==> config.mk <==
export PLATFORM = sky130hd
export DESIGN_NAME = leitor_apuracao
export DESIGN_NICKNAME = d
export VERILOG_FILES = /design/src/rtl/leitor_apuracao.sv
export SDC_FILE = /design/constraint.sdc
export NUM_CORES = 1
export LEC_CHECK = 0
export CAP_MARGIN = 10
export CELL_PAD_IN_SITES_DETAIL_PLACEMENT = 1
export CELL_PAD_IN_SITES_GLOBAL_PLACEMENT = 1
export CORE_AREA = 8 8 151 153
export CTS_BUF_LIST = sky130_fd_sc_hd__clkbuf_8
export DETAILED_ROUTE_END_ITERATION = 6
export DIE_AREA = 0 0 159 161
export GPL_TIMING_DRIVEN = 1
export MAX_ROUTING_LAYER = met4
export PLACE_DENSITY = 0.95
export SETUP_SLACK_MARGIN = 0.5
export SYNTH_ARGS = -nofsm -noshare
export SYNTH_HDL_FRONTEND = slang
export SYNTH_SLANG_ARGS = --single-unit
==> constraint.sdc <==
create_clock -name clock -period 5.4 [get_ports clock]
set_input_delay 1.35 -clock clock [delete_from_list [all_inputs] [get_ports clock]]
set_output_delay 1.35 -clock clock [all_outputs]
set_load 0.01 [all_outputs]
==> src/rtl/leitor_apuracao.sv <==
// Result readout sequencer: snapshots the per-channel BCD tallies on start, picks the winner
// (null channel excluded) and streams every digit out over a valid/ready handshake.
module leitor_apuracao #(
    parameter int unsigned NCAND    = 5,
    parameter int unsigned NDIG     = 6,
    parameter int unsigned NULO_IDX = 4
) (
    input  logic                    clock,
    input  logic                    reset,
    input  logic                    start,
    input  logic [NCAND*NDIG*4-1:0] tally,
    input  logic                    out_ready,
    output logic                    out_valid,
    output logic [2:0]              out_cand,
    output logic [2:0]              out_pos,
    output logic [3:0]              out_digit,
    output logic                    out_last,
    output logic                    busy,
    output logic                    done,
    output logic [2:0]              winner,
    output logic                    tie
);

    localparam int unsigned W = NDIG * 4;

    typedef enum logic [1:0] {
        StIdle,
        StCompare,
        StSend,
        StDone
    } state_e;

    state_e         state_q, state_d;
    logic [W-1:0]   snap_q [NCAND];
    logic [W-1:0]   snap_d [NCAND];
    logic [2:0]     idx_q, idx_d;
    logic           have_q, have_d;
    logic [W-1:0]   best_q, best_d;
    logic [2:0]     winner_q, winner_d;
    logic           tie_q, tie_d;
    logic [2:0]     cand_q, cand_d;
    logic [2:0]     pos_q, pos_d;

    logic [W-1:0]   cmp_val;
    logic           is_last;
    logic [3:0]     cur_digit;

    assign cmp_val   = snap_q[idx_q];
    assign is_last   = (cand_q == 3'(NCAND - 1)) && (pos_q == 3'd0);
    assign cur_digit = snap_q[cand_q][{pos_q, 2'b00} +: 4];

    always_comb begin
        state_d  = state_q;
        snap_d   = snap_q;
        idx_d    = idx_q;
        have_d   = have_q;
        best_d   = best_q;
        winner_d = winner_q;
        tie_d    = tie_q;
        cand_d   = cand_q;
        pos_d    = pos_q;

        unique case (state_q)
            StIdle: begin
                if (start) begin
                    for (int unsigned i = 0; i < NCAND; i++) begin
                        snap_d[i] = tally[i*W +: W];
                    end
                    idx_d    = 3'd0;
                    have_d   = 1'b0;
                    best_d   = '0;
                    winner_d = 3'd0;
                    tie_d    = 1'b0;
                    state_d  = StCompare;
                end
            end

            StCompare: begin
                // Ties keep the earlier (lower) index because only a strictly larger value moves it.
                if (idx_q != 3'(NULO_IDX)) begin
                    if (!have_q || (cmp_val > best_q)) begin
                        best_d   = cmp_val;
                        winner_d = idx_q;
                        tie_d    = 1'b0;
                        have_d   = 1'b1;
                    end else if (cmp_val == best_q) begin
                        tie_d = 1'b1;
                    end
                end
                if (idx_q == 3'(NCAND - 1)) begin
                    cand_d  = 3'd0;
                    pos_d   = 3'(NDIG - 1);
                    state_d = StSend;
                end else begin
                    idx_d = idx_q + 3'd1;
                end
            end

            StSend: begin
                if (out_ready) begin
                    if (pos_q == 3'd0) begin
                        pos_d  = 3'(NDIG - 1);
                        cand_d = cand_q + 3'd1;
                        if (is_last) begin
                            state_d = StDone;
                        end
                    end else begin
                        pos_d = pos_q - 3'd1;
                    end
                end
            end

            StDone: begin
                state_d = StIdle;
            end

            default: begin
                state_d = StIdle;
            end
        endcase
    end

    always_ff @(posedge clock) begin
        if (!reset) begin
            state_q  <= StIdle;
            for (int unsigned i = 0; i < NCAND; i++) begin
                snap_q[i] <= '0;
            end
            idx_q    <= 3'd0;
            have_q   <= 1'b0;
            best_q   <= '0;
            winner_q <= 3'd0;
            tie_q    <= 1'b0;
            cand_q   <= 3'd0;
            pos_q    <= 3'd0;
        end else begin
            state_q  <= state_d;
            snap_q   <= snap_d;
            idx_q    <= idx_d;
            have_q   <= have_d;
            best_q   <= best_d;
            winner_q <= winner_d;
            tie_q    <= tie_d;
            cand_q   <= cand_d;
            pos_q    <= pos_d;
        end
    end

    // Data fields are forced to zero outside SEND so idle outputs read as all-zero.
    assign out_valid = (state_q == StSend);
    assign out_cand  = out_valid ? cand_q    : 3'd0;
    assign out_pos   = out_valid ? pos_q     : 3'd0;
    assign out_digit = out_valid ? cur_digit : 4'd0;
    assign out_last  = out_valid && is_last;
    assign busy      = (state_q != StIdle);
    assign done      = (state_q == StDone);
    assign winner    = winner_q;
    assign tie       = tie_q;

endmodule
== Word level (Yosys, flattened, before mapping) ==
Cells that the tools add are included.

* Logic and storage cells: 95
* Bits of input ports: 124
* Bits in registers: 160
* Output and inout bits: 18

* Shift-type cells: 1
* $add $sub $neg: 3
* Bitwise logic cells: 2
* Muxes and demuxes: 41
* Reductions and logical operators: 16
* Eq/ne operators: 16
* Magnitude comparators: 3

{| class="wikitable"
|+ Operator list
! operator !! number
|-
| 24-bit two-way mux || 7
|-
| 24-bit binary-select mux with 3-bit select || 2
|-
| 24-bit one-hot mux with 2 select lines || 1
|-
| 3-bit two-way mux || 12
|-
| 24-bit equality test || 1
|-
| 24-bit greater-than comparator || 1
|-
| 3-bit one-hot mux with 2 select lines || 4
|-
| 24-bit by 6-bit indexed part select with 4-bit output || 1
|-
| 2-bit inequality test, second input constant || 6
|-
| 4-bit AND reduction || 3
|-
| 2-bit two-way mux || 5
|-
| 4-bit >= comparator, second input constant || 2
|-
| 3-bit NOT with 4-bit output || 2
|-
| 2-bit one-hot mux with 4 select lines || 1
|-
| 3-bit by 1-bit adder with 3-bit output, second input constant || 2
|-
| 3-bit equality test, second input constant || 2
|-
| 1-bit two-way mux || 6
|-
| 3-bit inequality test, second input constant || 2
|-
| 3-bit AND reduction || 2
|-
| 2-bit nonzero test || 3
|-
| 5-bit AND reduction || 1
|-
| 2-bit equality test, second input constant || 2
|-
| 4-bit two-way mux || 1
|-
| 2-bit by 1-bit inequality test with 1-bit output, second input constant || 2
|-
| other kinds (9) || 11
|}

== Longest topological paths before layout ==
* Depth after elaboration: 9
* Mapped depth: 16

== Worst setup path after synthesis ==
OpenSTA, ideal clock, no wires.

* Path kind: register to register
* Start: reg idx_q[1]
* End: reg best_q[0]
* Setup time: 127 ps
* Required time: 5273 ps
* Stages on the path, launching flop included: 15
* Arrival time: 3132 ps
* Buffers on the path: 3
* Clock period less this slack: 3258 ps
* Path slack: 2142 ps
* Cell sequence: dfxtp_1 clkbuf_1 buf_1 mux2_2 a21oi_1 o21a_1 inv_1 ha_1 nand4_1 or4_4 nor2_2 o22ai_2 o2bb2ai_4 buf_6 o22ai_2

* Word-level cells in the longest chain between the ends: 8
* Elaborated cells on any way between the ends: 13

{| class="wikitable"
|+ RTL lines
! element !! RTL line !! RTL
|-
| start: declaration || 36 || <nowiki>logic [2:0] idx_q, idx_d;</nowiki>
|-
| start signal: assignment || 139 || <nowiki>idx_q <= idx_d;</nowiki>
|-
| 3-bit NOT with 4-bit output (not written as such) || 48 || <nowiki>assign cmp_val = snap_q[idx_q];</nowiki>
|-
| 24-bit binary-select mux with 3-bit select || 48 ||
|-
| 24-bit two-way mux (not written as such) (2 in a row) || 48 ||
|-
| 24-bit greater-than comparator || 81 || <nowiki>if (!have_q || (cmp_val > best_q)) begin</nowiki>
|-
| 1-bit logical OR || 81 ||
|-
| 2-bit inequality test (no source line) || - ||
|-
| 4-bit AND reduction (no source line) || - ||
|-
| end signal: assignment || 141 || <nowiki>best_q <= best_d;</nowiki>
|-
| end: declaration || 38 || <nowiki>logic [W-1:0] best_q, best_d;</nowiki>
|}

Parallel ways exist; a longest one is shown, timed or not. The select of a mux whose other input is x is not followed.
A chain may end at the register's enable or synchronous reset.

== Worst setup path in the final report ==
* Start: reg cand_q[0]
* End: out out_digit[2]

* Word-level cells in the longest chain between the ends: 6

{| class="wikitable"
|+ RTL lines
! element !! RTL line !! RTL
|-
| start: declaration || 41 || <nowiki>logic [2:0] cand_q, cand_d;</nowiki>
|-
| start signal: assignment || 144 || <nowiki>cand_q <= cand_d;</nowiki>
|-
| 3-bit NOT with 4-bit output (not written as such) || 50 || <nowiki>assign cur_digit = snap_q[cand_q][{pos_q, 2'b00} +: 4];</nowiki>
|-
| 24-bit binary-select mux with 3-bit select || 50 ||
|-
| 24-bit two-way mux (not written as such) (2 in a row) || 50 ||
|-
| 24-bit by 6-bit indexed part select with 4-bit output || 50 ||
|-
| 4-bit two-way mux || 153 || <nowiki>assign out_digit = out_valid ? cur_digit : 4'd0;</nowiki>
|-
| end: declaration || 16 || <nowiki>output logic [3:0] out_digit,</nowiki>
|}

No other way between the ends. The select of a mux whose other input is x is not followed.

==> out/metrics.cfg <==
[timing]
rsz0062_at_grt=false
slew_viol_final=0
hold_viol_final=0
finClkSkew_ns=0.0170
worst_slack_ns=0.797
fin_crit_ns=4.60
setup_viol=0
max_slew_margin_pct=40.6
fmax_ghz=0.217
tns_ns=0
worstMarginPinSlew_ns=0.890
period_share_pct=85.2

[detailed_routing]
wire_per_inst_um=21.3
ant_nets=0
drt-pass1-iter-count=5
totalWireLength_mm=31.3
dr_total_vias=8331
drc=0
drt_iter0_drc=623
viasPerCell=5.68

[clocking]
cts_tree=yes
clockBufferDepth=2
cts_setup_buffers=0
cts_hold_buf=0
cts.reportedPaths.clkPinSlew_ns=0.09
cts_root_buf=clkbuf_8
htreeDepth=4
clock_sinks=160
cts_made_buffers=17
clk-insertion-delay-late_ns=0.48
ctsResizeCount=0

[worst_setup_path]
critPathBufInv=2
r2r_start=idx_q[1]$_SDFFE_PN0P_
cp_top_family=flip-flops
critPathSlowestCell=dfxtp_1
max_stage_delay_ns=0.91
rr_endpoint=best_q[9]$_SDFFE_PN0P_
reg2reg_slack_ns=1.06
worstPathArrival_ns=3.25
start_kind=flip-flop
worstPathRequired_ns=4.05
crit_chain=buf_4, mux4_2, o21ai_0, a211oi_1, o311a_1, clkdlybuf4s50_1
timing.reg2reg.worst_path_depth=13
crit_type=flip-flop to output pin
crit_path_end_kind=output pin
path_max_fanout=18

[place]
place_congestion=0.965
post-place-ws_ns=1.12
port_buffers=141
dp_hpwl_mm=23.7

[yosys]
synthTopCellsByArea=dfxtp_1, nand2_1, a21boi_0
synthArstFlopShare_pct=0
synth_cells=1082
synthFlopType=dfxtp_1
synth.distinct_cells=48
synth_top_area_share_pct=35.5
synth.avg_cell_area_um2=8.34
synth_seq_cells=160
synth-edff-count=0
synth_area_mm2=0.00902
synth_top_cells_by_count=nand2_1, dfxtp_1, a21boi_0, clkbuf_1, inv_1
yosysMostFrequentCell=nand2_1
yosys.area.top_type=dfxtp_1
ys_seq_area_share_pct=35.5
ys.warnings.count=0
syn-num-nets=1240

[floorplan]
die_w_um=159
ios=142
num_rows=53
coreArea_mm2=0.0206
die_area_mm2=0.0256
die_h_um=161
initial_core_util_pct=43.9

[min_path]
hold_path_end=best_q[22]$_SDFFE_PN0P_
hp-start=best_q[22]$_SDFFE_PN0P_
hp-class=flip-flop to flip-flop
hold_depth=2

[power]
ir_drop_v=0.000189
leakage_nw=4.08
power.density_mw_per_mm2=416

[grt]
grt_pass1_vias=8767
antenna_found_initial=2
gr-total-overflow=0
grt_usage_pct=24.8
grt_max_degree=93
grt_pass1_wl_mm=48.8

[finish]
finalNetCount=1336
multi_input_comb_area_mm2=0.00525
fillers=2438
drive_above_1_share_pct=9.99
area_growth_pct=21.7
seq_area_mm2=0.00321

[run]
max-cap-violations=0

[run_status]
status=complete, no violations

registers in the layout, summed over array words and instances (netlist names):
register,flops
winner,3
best_q,24
snap_q,120
have_q,1
idx_q,3
tie,1
cand_q,3
pos_q,3
state_q,2
final cells by class:
type                            count  share of cell area [%]
Clock inverter                     13                    1.27
Timing Repair Buffer              157                    14.2
Clock buffer                       19                    2.38
Sequential cell                   160                    29.2
Antenna cell                        2                  0.0456
Multi-Input combinational cell    785                    47.8
Inverter                           57                    1.95
Tap cell                          275                    3.14
worst reg2reg max path: stages (launching register included):
cell,delay [ns]
dfxtp_2,0.91
buf_4,0.30
mux2i_1,0.24
nor2_1,0.07
a21oi_1,0.21
o21a_1,0.17
inv_1,0.05
ha_1,0.29
nand4_1,0.18
or4_4,0.62
nor2_2,0.12
o22ai_2,0.14
o2bb2ai_4,0.69
o22ai_1,0.20
through the flow:
step	power, mW	hold slack (ns)	util, %	instances	area [µm²]
floorplan	3.00	0.435	-	1082	9020
global placement	3.53	0.443	51.4	1434	10600
detailed placement	3.64	0.451	51.4	1434	10600
CTS	4.55	0.463	53.4	1466	11000
global route	4.81	0.489	53.4	1468	11000
finish	4.56	0.464	53.4	1468	11000
kinds of logic (layout without fill, tap and decap cells):
group                      after synthesis  in the layout  synth area share [%]
muxes                                   92             92                  14.0
and+or+nand+nor                        394            394                  17.9
adders and majority gates               34             34                  4.72
other                                    0              2                     0
xor gates and xnor gates                 2              2                 0.194
buffers and inverters                  137            246                  6.45
AOI/OAI and AO/OA                      263            263                  21.2
DFF                                    160            160                  35.5
report_power, final:
group,leakage [nW],switching (mW),total (mW),internal [mW]
registers,1.31,0.270,1.65,1.38
logic,2.58,1.19,1.99,0.809
clock network,0.190,0.478,0.913,0.435
total,4.08,1.93,4.56,2.63
layout by cell type (no fill, tap or decap), types with 5 or more instances in the layout:
master,synthesis,final
inv_1,56,58
buf_4,1,15
a21oi_1,41,41
o22ai_2,11,11
clkdlybuf4s50_1,0,140
nand2b_1,11,11
mux2i_1,41,41
ha_1,34,34
dfxtp_1,160,158
nor3_1,6,5
mux4_2,25,25
a211oi_1,7,7
clkbuf_8,0,19
a21boi_0,125,125
nand3_1,10,10
o21a_1,22,22
mux2_2,24,24
nand2_1,307,306
o22ai_1,17,17
clkinvlp_4,0,6
and2_1,8,7
nand4_1,7,7
o21ai_0,19,19
nor2_1,35,35
worst max path at each step:
stage,from,to,slack (ns),cells after the start
after CTS,cand_q[0]$_SDFFE_PN0P_,out_digit[2],0.78,6
after global routing,cand_q[0]$_SDFFE_PN0P_,out_digit[2],0.64,6
after detailed placement,idx_q[1]$_SDFFE_PN0P_,best_q[8]$_SDFFE_PN0P_,1.12,13
final,cand_q[0]$_SDFFE_PN0P_,out_digit[2],0.80,6
after floorplan,idx_q[1]$_SDFFE_PN0P_,best_q[0]$_SDFFE_PN0P_,2.14,14
after global placement,idx_q[1]$_SDFFE_PN0P_,best_q[21]$_SDFFE_PN0P_,1.24,14
metal layers:
metal | vias to the layer above | global-route usage (%) | wire length [µm]
met5 | - | - | 0
met3 | 77 | 4.96 | 2220
met2 | 315 | 40.6 | 15000
li1 | 3872 | - | -
met1 | 4067 | 29.6 | 13100
met4 | 0 | 10.5 | 990
Power figures use the tool's default switching activity.
